**config.mk**
```make
export PLATFORM = sky130hd
export DESIGN_NAME = imm_gen_pipe
export DESIGN_NICKNAME = d
export VERILOG_FILES = /design/src/rtl/imm_gen_pipe.sv
export SDC_FILE = /design/constraint.sdc
export NUM_CORES = 1
export LEC_CHECK = 0
export BUFFER_PORTS_ARGS = -buffer_cell sky130_fd_sc_hd__buf_2
export CAP_MARGIN = 10
export CORE_ASPECT_RATIO = 0.5
export CORE_MARGIN = 8
export CORE_UTILIZATION = 50
export DETAILED_ROUTE_END_ITERATION = 16
export MAX_ROUTING_LAYER = met4
export PLACE_DENSITY = 0.76
export REMOVE_ABC_BUFFERS = 1
export SLEW_MARGIN = 40
export SYNTH_ARGS = -nofsm -noshare
export SYNTH_HDL_FRONTEND = slang
export SYNTH_SLANG_ARGS = --single-unit
```
**constraint.sdc**
```tcl
create_clock -name clk -period 4.7 [get_ports clk]
set_input_delay 0.94 -clock clk [delete_from_list [all_inputs] [get_ports clk]]
set_output_delay 0.94 -clock clk [all_outputs]
set_load 0.05 [all_outputs]
```
**src/rtl/imm_gen_pipe.sv**
```systemverilog
// Two-stage elastic RV32/RV64 immediate generator: S1 decodes the format, S2 extends the immediate.
// Optional macro IMMGEN_CSR_EN enables the Z (CSR uimm) format for SYSTEM funct3[2]=1.
module imm_gen_pipe #(
  parameter int XLEN  = 32,
  parameter int TAG_W = 5
) (
  input  logic             clk,
  input  logic             rst_n,
  input  logic             flush_i,
  input  logic             in_valid,
  output logic             in_ready,
  input  logic [31:0]      in_instr,
  input  logic [TAG_W-1:0] in_tag,
  output logic             out_valid,
  input  logic             out_ready,
  output logic [XLEN-1:0]  out_imm,
  output logic [2:0]       out_fmt,
  output logic             out_illeg,
  output logic [TAG_W-1:0] out_tag
);

  localparam logic [2:0] FMT_I     = 3'd0;
  localparam logic [2:0] FMT_SHAMT = 3'd1;
  localparam logic [2:0] FMT_B     = 3'd2;
  localparam logic [2:0] FMT_J     = 3'd3;
  localparam logic [2:0] FMT_U     = 3'd4;
  localparam logic [2:0] FMT_S     = 3'd5;
  localparam logic [2:0] FMT_Z     = 3'd6;
  localparam logic [2:0] FMT_NONE  = 3'd7;

  localparam logic [6:0] OPC_LOAD     = 7'b0000011;
  localparam logic [6:0] OPC_FENCE    = 7'b0001111;
  localparam logic [6:0] OPC_OP_IMM   = 7'b0010011;
  localparam logic [6:0] OPC_AUIPC    = 7'b0010111;
  localparam logic [6:0] OPC_OP_IMM32 = 7'b0011011;
  localparam logic [6:0] OPC_STORE    = 7'b0100011;
  localparam logic [6:0] OPC_OP       = 7'b0110011;
  localparam logic [6:0] OPC_LUI      = 7'b0110111;
  localparam logic [6:0] OPC_BRANCH   = 7'b1100011;
  localparam logic [6:0] OPC_JALR     = 7'b1100111;
  localparam logic [6:0] OPC_JAL      = 7'b1101111;
  localparam logic [6:0] OPC_SYSTEM   = 7'b1110011;

  // Gathers the scattered immediate bits into a signed 32-bit value, then widens to XLEN.
  function automatic logic [XLEN-1:0] ext_imm(input logic [31:0] ins, input logic [2:0] fmt,
                                              input logic w32);
    logic signed [31:0] raw;
    logic [5:0]         shamt;
    raw     = '0;
    shamt   = (XLEN == 64 && !w32) ? ins[25:20] : {1'b0, ins[24:20]};
    ext_imm = '0;
    case (fmt)
      FMT_I:   raw = {{20{ins[31]}}, ins[31:20]};
      FMT_S:   raw = {{20{ins[31]}}, ins[31:25], ins[11:7]};
      FMT_B:   raw = {{19{ins[31]}}, ins[31], ins[7], ins[30:25], ins[11:8], 1'b0};
      FMT_J:   raw = {{11{ins[31]}}, ins[31], ins[19:12], ins[20], ins[30:21], 1'b0};
      FMT_U:   raw = {ins[31:12], 12'b0};
      default: raw = '0;
    endcase
    case (fmt)
      FMT_SHAMT: ext_imm = XLEN'(shamt);
      FMT_Z:     ext_imm = XLEN'(ins[19:15]);
      default:   ext_imm = XLEN'(raw);
    endcase
  endfunction

  logic [2:0]       dec_fmt;
  logic             dec_illeg;
  logic             dec_w32;

  logic             s2_ready;
  logic             ld_p1;
  logic             ld_p2;

  logic             vld_p1_d,   vld_p1_q;
  logic [31:0]      instr_p1_d, instr_p1_q;
  logic [TAG_W-1:0] tag_p1_d,   tag_p1_q;
  logic [2:0]       fmt_p1_d,   fmt_p1_q;
  logic             illeg_p1_d, illeg_p1_q;
  logic             w32_p1_d,   w32_p1_q;

  logic             vld_p2_d,   vld_p2_q;
  logic [XLEN-1:0]  imm_p2_d,   imm_p2_q;
  logic [2:0]       fmt_p2_d,   fmt_p2_q;
  logic             illeg_p2_d, illeg_p2_q;
  logic [TAG_W-1:0] tag_p2_d,   tag_p2_q;

  always_comb begin
    dec_fmt   = FMT_NONE;
    dec_illeg = 1'b0;
    dec_w32   = 1'b0;
    if (in_instr[1:0] != 2'b11) begin
      dec_illeg = 1'b1;
    end else begin
      case (in_instr[6:0])
        OPC_OP_IMM: dec_fmt = (in_instr[13:12] == 2'b01) ? FMT_SHAMT : FMT_I;
        OPC_LOAD, OPC_JALR, OPC_FENCE: dec_fmt = FMT_I;
        OPC_STORE:  dec_fmt = FMT_S;
        OPC_BRANCH: dec_fmt = FMT_B;
        OPC_JAL:    dec_fmt = FMT_J;
        OPC_LUI, OPC_AUIPC: dec_fmt = FMT_U;
        OPC_OP:     dec_fmt = FMT_NONE;
        OPC_SYSTEM: begin
`ifdef IMMGEN_CSR_EN
          if (in_instr[14]) dec_fmt = FMT_Z;
`endif
        end
        OPC_OP_IMM32: begin
          if (XLEN == 64) begin
            dec_fmt = (in_instr[13:12] == 2'b01) ? FMT_SHAMT : FMT_I;
            dec_w32 = 1'b1;
          end else begin
            dec_illeg = 1'b1;
          end
        end
        default: dec_illeg = 1'b1;
      endcase
    end
  end

  always_comb begin
    s2_ready = !vld_p2_q || out_ready;
    in_ready = !vld_p1_q || s2_ready;
    ld_p1    = in_valid && in_ready;
    ld_p2    = vld_p1_q && s2_ready;

    vld_p1_d = vld_p1_q;
    vld_p2_d = vld_p2_q;
    if (in_ready) vld_p1_d = in_valid;
    if (s2_ready) vld_p2_d = vld_p1_q;
    if (flush_i) begin
      vld_p1_d = 1'b0;
      vld_p2_d = 1'b0;
    end

    // Stage 1: raw instruction, tag and decoded format
    instr_p1_d = ld_p1 ? in_instr  : instr_p1_q;
    tag_p1_d   = ld_p1 ? in_tag    : tag_p1_q;
    fmt_p1_d   = ld_p1 ? dec_fmt   : fmt_p1_q;
    illeg_p1_d = ld_p1 ? dec_illeg : illeg_p1_q;
    w32_p1_d   = ld_p1 ? dec_w32   : w32_p1_q;

    // Stage 2: extended immediate presented at the outputs
    imm_p2_d   = ld_p2 ? ext_imm(instr_p1_q, fmt_p1_q, w32_p1_q) : imm_p2_q;
    fmt_p2_d   = ld_p2 ? fmt_p1_q   : fmt_p2_q;
    illeg_p2_d = ld_p2 ? illeg_p1_q : illeg_p2_q;
    tag_p2_d   = ld_p2 ? tag_p1_q   : tag_p2_q;
  end

  always_ff @(posedge clk or negedge rst_n) begin
    if (!rst_n) begin
      vld_p1_q   <= 1'b0;
      vld_p2_q   <= 1'b0;
      imm_p2_q   <= '0;
      fmt_p2_q   <= FMT_NONE;
      illeg_p2_q <= 1'b0;
      tag_p2_q   <= '0;
    end else begin
      vld_p1_q   <= vld_p1_d;
      vld_p2_q   <= vld_p2_d;
      imm_p2_q   <= imm_p2_d;
      fmt_p2_q   <= fmt_p2_d;
      illeg_p2_q <= illeg_p2_d;
      tag_p2_q   <= tag_p2_d;
    end
  end

  // Stage-1 payload is qualified by vld_p1_q, so it needs no reset.
  always_ff @(posedge clk) begin
    instr_p1_q <= instr_p1_d;
    tag_p1_q   <= tag_p1_d;
    fmt_p1_q   <= fmt_p1_d;
    illeg_p1_q <= illeg_p1_d;
    w32_p1_q   <= w32_p1_d;
  end

  assign out_valid = vld_p2_q;
  assign out_imm   = imm_p2_q;
  assign out_fmt   = fmt_p2_q;
  assign out_illeg = illeg_p2_q;
  assign out_tag   = tag_p2_q;

endmodule

```
==> results, run 1 <==
- The row count is 20.
- The summed area of non-filler cells in the final layout is 0.00397 mm^2.
- The number of antenna diodes in the final layout is 0.
- Post-CTS repair changed the size of 0 cells.
- The number of DRC violations after detailed-routing iteration 0 is 173.
- The fraction of synthesis flops using an asynchronous set or reset pin is 0.558.
- The number of cell instances on the worst register-to-register path is 4.
- The number of global-route vias before repair was 2,562.
- The relative contribution of combinational cells to total power is 0.144.
- The classification of the worst-slack hold path is flip-flop to flip-flop.
- The critical path in this run is classified as input pin to primary output.
- The fraction of the cycle the final worst path needs is 0.536.
- The HPWL after detailed placement is 5.35 mm.
- Prior to clock tree synthesis, the placed netlist has a worst setup slack of 1890 ps.
- The required time reported for the critical path endpoint is 3760 ps.
- The number of antenna violations at the first check in global routing was 0.
- The total of endpoints with negative setup slack in the final report is 0.
- The cell family contributing the most delay on the critical path is buffers and inverters.
- At the end of the flow, the number of nets in the layout was 398.
- Summed over all cells, the static leakage comes to 1.78 nW.
- The final core utilization is 0.648.
- After detailed routing, the total wire length is 7.50 mm.
- The final count of pins violating max slew is 0.
- The endpoint identified for the worst register-to-register timing path is out_imm[13].
- For this configuration, the core starts out at a cell density of 0.521.
- Setup repair after global routing left no endpoint under its margin.
- IR analysis of the VDD net gives a maximum drop of 183 uV.
- Dividing the detail-routed wire length by the instance count gives 16.7 um.
- Counting the fill cells in the layout gives 487.
- The category of the worst setup path launch point is an input pin.
- TritonCTS built the clock tree.
- STA classifies the critical path endpoint as a primary output.
- The setup total negative slack is 0 ps.
- Traced cell by cell, the critical path runs through buf_2 > nor2b_1 > nand2_1 > buf_2.
- Entering global routing, the biggest net connects 44 pins.
- 85 I/O pins were placed.
- Summing all multi-input logic gate instances after layout gives 991 um^2.
- Of the total power, the share spent switching nets is 0.269.
- Post-CTS timing repair inserted 0 buffers for setup.
- The most frequent cell after synthesis is nand2_1.
- The number of maximum-capacitance constraint violations is 0.
- For the pin with the worst max-slew slack, the measured transition is 758 ps.
- The final critical-path required period is 2520 ps.
- Clock-pin slew was measured on the worst setup and hold paths at 60 ps.
- Summing all placed instances gives a cell area of 0.00365 mm^2.
- The reg-to-reg startpoint is fmt_p1_q[2].
- The critical path's largest stage delay is 220 ps.
- For this run, the number of Yosys warnings is 0.
- The clock passes through at most 2 buffers.
- Data arrives at the worst endpoint at 1580 ps.
- The internal power component is 1.28 mW.
- The share of final-layout standard cells stronger than drive strength 1 is 0.313.
- The number of design rule violations left after detail routing is 0.
- The H-tree was split into 3 levels.
- Of all cell types, the one taking the most synthesized area is edfxtp_1.
- By area the synthesized netlist is led by edfxtp_1 32%, dfrtp_1 31%, nand2_1 8.2%, a21oi_1 3.4%, o21ai_0 3.1%.
- The number of nets with antenna violations after routing is 0.
- After synthesis, the netlist uses 43 different library cells.
- From bottom edge to top edge, the die measures 72.5 um.
- The analysis attributes to net switching a power of 0.469 mW.
- CTS saw 77 sinks.
- The total overflow left after global routing is 0.
- The core footprint is 0.00613 mm^2.
- The number of register bits inferred by synthesis is 77.
- The hold slack is 438 ps.
- Across all register-to-register paths, the minimum setup slack is 2520 ps.
- The mapped netlist covers 0.00320 mm^2.
- The power density over the cells is 439 mW/mm^2.
- Counting both buffers and inverters, the worst setup path holds a total of 2.
- The worst slew slack as a fraction of its limit is 0.492.
- For this run, the leading register cell type out of synthesis is dfrtp_1.
- Counting instances in the post-synthesis netlist gives the leading cell types as 70 x nand2_1, 40 x dfrtp_1, 34 x edfxtp_1, 22 x a21oi_1, 20 x o21ai_0.
- Along the worst path, the maximum fanout reaches 3.
- The synthesized design contains 34 enable-type register cells.
- The first detailed-routing pass ran for 4 iterations.
- A synthesized cell averages 11.7 um^2.
- The global placer's final weighted congestion is 0.766.
- The count of buffers inserted at the top-level ports is 84.
- The worst hold path begins at tag_p1_q[2].
- The overall die width is 129 um.
- The global-route wire length before repair is 12.1 mm.
- Using the TritonRoute via totals, the vias-per-cell ratio works out to 5.44.
- The sequential fraction of design power is 0.450.
- The worst path setup slack after routing is 2180 ps.
- The die area is 0.00936 mm^2.
- The register area is 0.00210 mm^2.
- The slowest stage of the critical path belongs to the cell buf_2.
- In this design, the critical path's most frequently occurring cell is buf_2.
- The part of the power in the clock network is 0.406.
- Clock skew on the completed layout was measured at 6.76 ps.
- Timing would allow up to 397 MHz.
- Buffers inserted during clock tree synthesis total 9.
- The share of synthesized area in the top cell type comes to 0.319.
- Counting instances, the worst hold path has a depth of 2.
- The worst hold path terminates at out_tag[2].
- The number of instances in the synthesized netlist is 274.
- The flow ran to the end, and the final reports show no timing, DRC or antenna violations.
- The final-report hold violation count is 0.
- After clock tree synthesis, the flow added hold-fix buffers numbering 0.
- CTS placed an instance of clkbuf_16 at the clock tree root.
- In the global route stage, overall resource usage came out at 0.171.
- Relative to the synthesized area, the layout overhead comes to 24.3%.
- The clock latency on the worst-skew pair is 320 ps.
- The via count is 2,443.
- The sequential cell area fraction in the yosys report is 0.657.
==> worst max path at each step <==
stage              start     endpoint  slack (ps)  cells after the start
2_1_floorplan  out_ready  fmt_p1_q[0]        2030                      3
3_3_place_gp   out_ready  out_imm[20]        1980                      6
3_5_place_dp   out_ready  out_imm[20]        1890                      6
4_1_cts        out_ready     in_ready        2190                      4
5_1_grt        out_ready  out_imm[20]        2010                      6
6_report       out_ready     in_ready        2180                      4
==> routing by layer <==
layer | GRT usage | wire length, um | vias to the layer above
li1 | - | - | 1142
met1 | 0.194 | 3210 | 1195
met5 | - | 0 | -
met4 | 0.0710 | 115 | 0
met3 | 0.0519 | 423 | 12
met2 | 0.279 | 3750 | 94
==> state kept, by name, summed over array words and instances (netlist names) <==
name	flops
out_imm	32
out_fmt	3
instr_p1_q	25
tag_p1_q	5
illeg_p1_q	1
fmt_p1_q	3
out_tag	5
vld_p1_q	1
out_valid	1
out_illeg	1
==> worst register-to-register path, cell delays in order (launching register included) <==
cell	delay, ps
edfxtp_1	710
nor3b_2	730
o21bai_2	350
a21oi_1	130
o21ai_0	180
==> through the flow <==
step	power [mW]	cells
detailed placement	1.05	433
global placement	1.04	433
floorplan	0.962	259
finish	1.75	449
global route	1.81	449
CTS	1.76	449
==> kinds of logic (layout without fill, tap and decap cells) <==
logic type	Yosys count	in the layout	synth area share
xor gates and xnor gates	1	1	0.00274
buffers and inverters	18	105	0.0333
DFF	77	77	0.657
and+or+nand+nor	99	99	0.146
muxes	5	5	0.0157
AOI/OAI and AO/OA	74	74	0.144
==> power groups by stage <==
stage	clock (mW)	sequential, mW	combinational (mW)
floorplan	0	0.902	0.0599
global route	0.753	0.791	0.267
finish	0.709	0.786	0.251
global placement	0	0.796	0.244
CTS	0.722	0.786	0.252
detailed placement	0	0.799	0.251
==> cell usage in the layout (no fill, tap or decap), types with 2 or more instances in the layout <==
| master | netlist | final |
|---|---|---|
| mux2i_1 | 5 | 5 |
| clkbuf_16 | 0 | 10 |
| o21ai_1 | 11 | 11 |
| nor3_1 | 3 | 3 |
| inv_1 | 3 | 3 |
| dfstp_2 | 3 | 3 |
| nor2b_1 | 2 | 2 |
| a21oi_1 | 22 | 22 |
| nor2_1 | 7 | 7 |
| a22oi_1 | 4 | 4 |
| nand2b_1 | 6 | 6 |
| o21ai_0 | 20 | 20 |
| nand2_1 | 70 | 70 |
| dfrtp_1 | 40 | 40 |
| nor2b_4 | 2 | 2 |
| edfxtp_1 | 34 | 34 |
| buf_4 | 3 | 3 |
| clkinvlp_4 | 0 | 2 |
| o221ai_1 | 4 | 4 |
| buf_2 | 4 | 83 |
==> area by class of cell <==
cell class                      instances  share of cell area
Clock buffer                           12              0.0674
Inverter                                3             0.00283
Multi-Input combinational cell        179               0.249
Clock inverter                          4              0.0135
Timing Repair Buffer                   86               0.110
Sequential cell                        77               0.529
Tap cell                               88              0.0277
(Power assumes the default switching activity.)
==> run 2: changes to the inputs <==
Clock period 4.7 ns to 2.45 ns, I/O delays scaled along.
==> results, run 2 (synthesized netlist as in run 1, its figures left out) <==
- The flip-flop count of the largest register after layout is 32 (unchanged).
- The top achievable clock speed is 541 MHz.
- The net count reported at finish was 401 (was 398).
- The reg-to-reg startpoint is out_valid (was fmt_p1_q[2]).
- The effective utilization at floorplan is 0.521 (unchanged).
- The height of the die is 72.5 um (unchanged).
- The leakage dissipation was 1.81 nW (was 1.78 nW).
- The number of buffers on the longest clock path is 2 (unchanged).
- The number of DRC violations after detailed-routing iteration 0 came to 238 (was 173).
- The core footprint is 0.00613 mm^2 (unchanged).
- The number of design rule violations left after detail routing is 0 (unchanged).
- The launching instance or port of the critical path is out_valid (was out_ready).
- The clock sink count is 77 (unchanged).
- The H-tree depth is 3 (unchanged).
- The kind of critical path is flip-flop to flip-flop (was input pin to primary output).
- The row count came to 20 (unchanged).
- The number of cell instances on the worst register-to-register path is 5 (was 4).
- The iteration count of the initial detailed-routing pass is 4 (unchanged).
- The number of antenna diodes came to 0 (unchanged).
- The number of global-route vias before repair came to 2,540 (was 2,562).
- The hold slack is 149 ps (was 438 ps).
- The die area is 0.00936 mm^2 (unchanged).
- The final count of pins violating max slew is 0 (unchanged).
- The total of fill cells in the finished design is 467 (was 487).
- The total of endpoints with negative setup slack in the final report is 0 (unchanged).
- Most frequent cells in the layout: 83 x buf_2, 70 x nand2_1, 40 x dfrtp_1, 34 x edfxtp_1, 22 x a21oi_1 (unchanged).
- The uppermost metal layer occupied by signal nets is met4 (unchanged).
- The global-route wire length before repair is 12.0 mm (was 12.1 mm).
- The clock skew after layout is 6.09 ps (was 6.76 ps).
- The post-cts repair resize count came to 0 (unchanged).
- The post-cts hold buffer count is 0 (unchanged).
- The number of antenna violations at the first check in global routing was 0 (unchanged).
- RSZ-0062 raised after global routing: false (unchanged).
- The final routed wire length divided by cell count is 16.5 um (was 16.7 um).
- The post-synthesis to final-layout area growth came to 25.4% (was 24.3%).
- The count of buffers inserted at the top-level ports is 84 (unchanged).
- The arrival time of data at the critical path endpoint came to 2080 ps (was 1580 ps).
- The routed wire length on met2 is 3.90 mm (was 3.75 mm).
- The category of the worst setup path launch point is a flip-flop (was input pin).
- The CTS tree is built (unchanged).
- The final core utilization is 0.654 (was 0.648).
- The number of buffers created by CTS is 9 (unchanged).
- The power density over the cells is 850 mW/mm^2 (was 439 mW/mm^2).
- The total wire length after detailed routing came to 7.45 mm (was 7.50 mm).
- The final-report hold violation count is 0 (unchanged).
- The total chip power is 3.41 mW (was 1.75 mW).
- The maximum number of pins on one net before global-route repair came to 44 (unchanged).
- The met1 layer wirelength in the final routing is 2.99 mm (was 3.21 mm).
- The required time reported for the critical path endpoint is 2680 ps (was 3760 ps).
- The endpoint class of the critical path is a flip-flop (was primary output).
- The top-level I/O count is 85 (unchanged).
- Outcome: finished, final reports clean (unchanged).
- The critical path capture point is out_imm[16] (was in_ready).
- The overall die width was 129 um (unchanged).
- The peak ir drop on the vdd network is 316 uV (was 183 uV).
- The setup slack of the worst register-to-register path is 600 ps (was 2520 ps).
- The global routing usage summed across all routing layers is 0.168 (was 0.171).
- The half-perimeter wire length after placement is 5.35 mm (about the same).
- The clock latency on the worst-skew pair is 330 ps (was 320 ps).
- The clock transition time at the flip-flop clock pins of the worst setup and hold paths came to 60 ps (about the same).
- The transition time at the pin with the least slew margin is 716 ps (was 758 ps).
- The share of final-layout standard cells stronger than drive strength 1 is 0.316 (was 0.313).
- The worst flop-to-flop path endpoint is out_imm[16] (was out_imm[13]).
- The classification of the worst-slack hold path is input pin to asynchronous set/reset pin (was flip-flop to flip-flop).
- The buffer cell driving the clock tree root is clkbuf_16 (unchanged).
- The mean number of vias per cell is 5.39 (was 5.44).
- In the finished design, the share of the clock period the worst path needs comes to 0.755.
- The via count is 2,437 (was 2,443).
- The number of maximum-capacitance constraint violations came to 0 (unchanged).
- The residual overflow from global routing is 0 (unchanged).
- The most frequent standard cell in the layout excluding fill and tap cells is buf_2 (unchanged).
- The worst slew slack as a fraction of its limit is 0.523 (was 0.492).
- The detailed-routed wire length on met3 is 421 um (was 423 um).
- The global placer's final weighted congestion is 0.777 (was 0.766).
- The highest net fanout along the worst path is 18 (was 3).
- The worst path needs 1850 ps of the cycle, external delays included.
- The buffers inserted during post-CTS setup optimization came to 0 (unchanged).
- The number of nets with antenna violations after routing is 0 (unchanged).
run 2: cell types whose count changed in the layout (fill, tap and decap cells not counted):
cell / previous run / this run
clkbuf_16: 10 / 11
clkinv_4: 1 / 0
clkbuf_1: 1 / 2
clkinvlp_4: 2 / 1
buf_4: 3 / 6
run 2: power by group:
| part | internal (mW) | total [mW] | switching, mW |
|---|---|---|---|
| logic | 0.119 | 0.481 | 0.362 |
| clock network | 0.940 | 1.42 | 0.478 |
| registers | 1.45 | 1.51 | 0.0542 |
| total | 2.51 | 3.41 | 0.894 |
run 2: through the flow:
stage | cell area (um^2) | cells | TNS (ps) | setup slack, ps
3_3_place_gp | 3670 | 436 | 0 | 545
3_5_place_dp | 3670 | 436 | 0 | 430
5_1_grt | 4010 | 452 | 0 | 485
2_1_floorplan | 3100 | 259 | -758 | -22.3
4_1_cts | 4010 | 452 | 0 | 629
6_report | 4010 | 452 | 0 | 601
run 2: worst min path at each step:
stage	to	slack (ps)	cells after the start
3_5_place_dp	out_tag[4]	430	2
5_1_grt	out_tag[3]	190	1
6_report	out_tag[2]	150	1
4_1_cts	out_tag[2]	160	1
2_1_floorplan	out_illeg	190	0
3_3_place_gp	out_illeg	420	2
run 2: cell type report:
cell class / instances / area, um^2 / share of cell area
tap: 88 / 110 / 0.0275
clock inverter: 2 / 37.5 / 0.00937
timing repair buffer: 89 / 460 / 0.115
sequential: 77 / 2100 / 0.524
multi-input combinational: 179 / 991 / 0.247
inverter: 3 / 11.3 / 0.00281
clock buffer: 14 / 297 / 0.0740
run 2: layer usage:
metal | vias to the layer above | track usage
li1 | 1143 | -
met1 | 1197 | 0.184
met2 | 83 | 0.289
met3 | 14 | 0.0387
met4 | 0 | 0.0800
met5 | - | -
run 2: critical path, stage by stage (launching register included):
cell	delay (ps)
dfrtp_1	390
nand2b_1	90
and2_1	600
o211ai_1	230
buf_4	240
o21ai_0	210
==> run 3: changes to the inputs <==
Settings changed: ABC_AREA set to 1, CORE_UTILIZATION 50 to 47, PLACE_DENSITY 0.76 to 0.75.
Clock period 2.45 ns to 1.5 ns, I/O delays scaled along.
==> results, run 3 <==
- The number of design rule violations left after detail routing is 0 (unchanged).
- The category of the worst setup path launch point is a flip-flop (unchanged).
- The power density over the cells is 1360 mW/mm^2 (was 850 mW/mm^2).
- The cell occurring most often along the worst timing path is nand2_1.
- The number of instances in the synthesized netlist is 349 (was 274).
- Leading cell types by total area after synthesis: edfxtp_1 31%, dfrtp_1 31%, nand2_1 20%, o21ai_0 4.3%, dfstp_2 2.4% (was edfxtp_1 32%, dfrtp_1 31%, nand2_1 8.2%, a21oi_1 3.4%, o21ai_0 3.1%).
- The sequential fraction of design power is 0.432 (was 0.442).
- The row count was 21 (was 20).
- The sequential cell area fraction in the yosys report was 0.641 (was 0.657).
- The core footprint is 0.00673 mm^2 (was 0.00613 mm^2).
- The predominant post-synthesis flop cell was dfrtp_1 (unchanged).
- Ordered list of cells on the worst path: buf_4 > nor2_1 > nand2_1 > nand2_1 > inv_1 > o21ai_0 > nand2_1 > nand2_1 (was nand2b_1 > and2_1 > o211ai_1 > buf_4 > o21ai_0).
- The cell family contributing the most delay on the critical path is simple AND/OR/NAND/NOR gates (unchanged).
- The number of maximum-capacitance constraint violations is 0 (unchanged).
- The endpoint class of the critical path is a flip-flop (unchanged).
- The count of buffers inserted at the top-level ports is 84 (unchanged).
- The clock sink count came to 77 (unchanged).
- The fraction of the cycle the final worst path needs is 0.961 (was 0.755).
- The cell with the biggest individual delay on the critical path is edfxtp_1 (was and2_1).
- The highest net fanout along the worst path was 6 (was 18).
- The final critical-path required period is 1440 ps (was 1850 ps).
- The share of Yosys cell area claimed by the top area cell type is 0.311 (was 0.319).
- The number of global-route vias before repair came to 2,523 (was 2,540).
- The number of cells in the finished layout apart from fillers is 543 (was 452).
- The worst path setup slack after routing is 58.2 ps (was 601 ps).
- The flip-flop count of the largest register after layout came to 32 (unchanged).
- The net count reported at finish was 488 (was 401).
- The total of fill cells in the finished design is 577 (was 467).
- The half-perimeter wire length after placement is 5.31 mm (was 5.35 mm).
- The clock transition time at the flip-flop clock pins of the worst setup and hold paths came to 60 ps (about the same).
- The part of the power in the clock network is 0.403 (was 0.416).
- The Yosys warning count came to 0 (unchanged).
- The launch point of the worst hold path is flush_i.
- The number of buffers on the longest clock path came to 2 (unchanged).
- The global routing usage summed across all routing layers came to 0.157 (was 0.168).
- The iteration count of the initial detailed-routing pass is 5 (was 4).
- The relative contribution of combinational cells to total power is 0.164 (was 0.141).
- The kind of critical path is flip-flop to flip-flop (unchanged).
- The height of the die was 75.1 um (was 72.5 um).
- The number of buffer and inverter instances along the worst setup path is 2 (was 1).
- The critical path's largest stage delay is 420 ps (was 600 ps).
- The number of buffers created by CTS is 9 (unchanged).
- The top-level I/O count is 85 (unchanged).
- The switching portion of total power is 0.274 (was 0.262).
- The number of register bits inferred by synthesis is 77 (unchanged).
- The via count is 2,581 (was 2,437).
- The launching instance or port of the critical path was fmt_p1_q[0] (was out_valid).
- The post-synthesis to final-layout area growth was 28.9% (was 25.4%).
- The peak ir drop on the vdd network is 653 uV (was 316 uV).
- The buffer cell driving the clock tree root is clkbuf_16 (unchanged).
- The most frequent standard cell in the layout excluding fill and tap cells was nand2_1 (was buf_2).
- The arrival time of data at the critical path endpoint came to 1710 ps (was 2080 ps).
- The global-route wire length before repair is 11.9 mm (was 12.0 mm).
- The placed cell count is 524 (was 436).
- The multi-input logic area was 0.00105 mm^2 (was 991 um^2).
- The clock skew after layout is 5.12 ps (was 6.09 ps).
- The global placer's final weighted congestion was 0.894 (was 0.777).
- The final routed wire length divided by cell count is 13.9 um (was 16.5 um).
- Commonest cells post-synth: 173 x nand2_1, 40 x dfrtp_1, 34 x edfxtp_1, 28 x o21ai_0, 17 x inv_1 (was 70 x nand2_1, 40 x dfrtp_1, 34 x edfxtp_1, 22 x a21oi_1, 20 x o21ai_0).
- The die area is 0.0101 mm^2 (was 0.00936 mm^2).
- The share of final-layout standard cells stronger than drive strength 1 was 0.277 (was 0.316).
- The final count of pins violating max slew came to 0 (unchanged).
- The worst slew slack as a fraction of its limit is 0.721 (was 0.523).
- The overall die width is 134 um (was 129 um).
- The total of endpoints with negative setup slack in the final report is 0 (unchanged).
- The internal power component was 4.17 mW (was 2.51 mW).
- The maximum number of pins on one net before global-route repair is 46 (was 44).
- The number of nets with antenna violations after routing was 0 (unchanged).
- The total chip power is 5.74 mW (was 3.41 mW).
- The post-synth design cell area is 0.00328 mm^2 (was 0.00320 mm^2).
- The number of enable-type register cells in the synthesized netlist is 34 (unchanged).
- The setup slack of the worst register-to-register path is 60 ps (was 600 ps).
- The top achievable clock speed is 694 MHz (was 541 MHz).
- The post-synthesis average cell area came to 9.39 um^2 (was 11.7 um^2).
- The final-report hold violation count is 0 (unchanged).
- The required time reported for the critical path endpoint is 1770 ps (was 2680 ps).
- The hold slack is 132 ps (was 149 ps).
- The H-tree depth is 3 (unchanged).
- The net switching component of the power is 1.57 mW (was 0.894 mW).
- The number of antenna diodes is 0 (unchanged).
- The count of distinct cell types in the synthesized netlist was 24 (was 43).
- The CTS tree was built (unchanged).
- The reg-to-reg startpoint is fmt_p1_q[0] (was out_valid).
- The number of DRC violations after detailed-routing iteration 0 is 209 (was 238).
- The clock latency on the worst-skew pair was 330 ps (about the same).
- The number of antenna violations at the first check in global routing is 0 (unchanged).
- Most frequent cells in the layout: 172 x nand2_1, 83 x buf_2, 40 x dfrtp_1, 34 x edfxtp_1, 28 x o21ai_0 (was 83 x buf_2, 70 x nand2_1, 40 x dfrtp_1, 34 x edfxtp_1, 22 x a21oi_1).
- Outcome: finished, final reports clean (unchanged).
- The fraction of synthesis flops using an asynchronous set or reset pin was 0.558 (unchanged).
- The residual overflow from global routing is 0 (unchanged).
- The mean number of vias per cell was 4.75 (was 5.39).
- The classification of the worst-slack hold path is input pin to flip-flop (was input pin to asynchronous set/reset pin).
- The total wire length after detailed routing is 7.57 mm (was 7.45 mm).
- The effective utilization at floorplan is 0.487 (was 0.521).
- The most frequent cell after synthesis is nand2_1 (unchanged).
- The register area is 0.00210 mm^2 (unchanged).
- RSZ-0062 raised after global routing: false (unchanged).
- The transition time at the pin with the least slew margin came to 419 ps (was 716 ps).
- The setup total negative slack is 0 ps (unchanged).
- The worst slack at placement is 66.4 ps (was 430 ps).
- The leakage dissipation is 2.17 nW (was 1.81 nW).
- The cell type with the largest total area after synthesis was edfxtp_1 (unchanged).
==> run 3: changes by cell type after synthesis, sizes merged, moves of 5 or more <==
cell | before | now
nor2 | 7 | 18
inv | 3 | 20
nand2b | 6 | 0
nand3 | 0 | 11
nand2 | 70 | 175
mux2i | 5 | 0
a21oi | 22 | 2
==> run 3: layer usage <==
metal | track usage | share of wire | wire length [um]
met1 | 0.188 | 0.44 | 3360
met2 | 0.256 | 0.49 | 3690
met3 | 0.0459 | 0.061 | 460
met4 | 0.0518 | 0.0073 | 55
met5 | - | 0 | 0
==> run 3: worst paths after layout <==
check	to	cells after the start
min reg2reg	out_illeg	2
max reg2reg	out_imm[1]	8
max	out_imm[1]	8
max in group asynchronous	out_imm[29]	3
min in group asynchronous	out_imm[4]	2
min	out_valid	2
==> run 3: worst reg2reg max path, delay by kind of cell, from the launching register on <==
family	cells	cell delay, ps
AND/OR/NAND/NOR	5	470
buffers and inverters	2	250
flip-flops	1	420
AO/OA/AOI/OAI	1	250
==> run 3: power groups by stage <==
| stage | clock (mW) | sequential, mW | combinational (mW) |
|---|---|---|---|
| 6_report | 2.32 | 2.48 | 0.944 |
| 3_5_place_dp | 0 | 2.52 | 0.943 |
| 2_1_floorplan | 0 | 2.93 | 0.212 |
| 5_1_grt | 2.46 | 2.50 | 1.01 |
| 3_3_place_gp | 0 | 2.52 | 0.935 |
| 4_1_cts | 2.36 | 2.49 | 0.949 |
==> run 3: logic make-up (layout without fill, tap and decap cells) <==
kind of cell | Yosys count | in the layout | synth area share
buffers and inverters | 30 | 132 | 0.0427
AO/OA/AOI/OAI | 36 | 36 | 0.0595
flip-flops | 77 | 77 | 0.641
AND/OR/NAND/NOR | 206 | 206 | 0.257
==> run 3: layout make-up <==
class / count / share of cell area
multi-input combinational: 242 / 0.248
sequential: 77 / 0.497
clock inverter: 4 / 0.0166
clock buffer: 12 / 0.0607
tap: 92 / 0.0272
inverter: 21 / 0.0187
timing repair buffer: 95 / 0.132
==> run 3: timing repair <==
action | in CTS | in global routing
hold buffers | 1 | 0
hold endpoints to repair | 13 | 0
gates resized for setup | 0 | 4
setup buffers | 0 | 2
endpoints found under the setup margin | 0 | 15
==> run 3: per-stage QoR <==
step	cell area, um^2	utilization
after CTS	4200	0.624
after global routing	4230	0.628
final	4230	0.628
after detailed placement	3860	0.574
after global placement	3860	0.574
after floorplan	3220	-
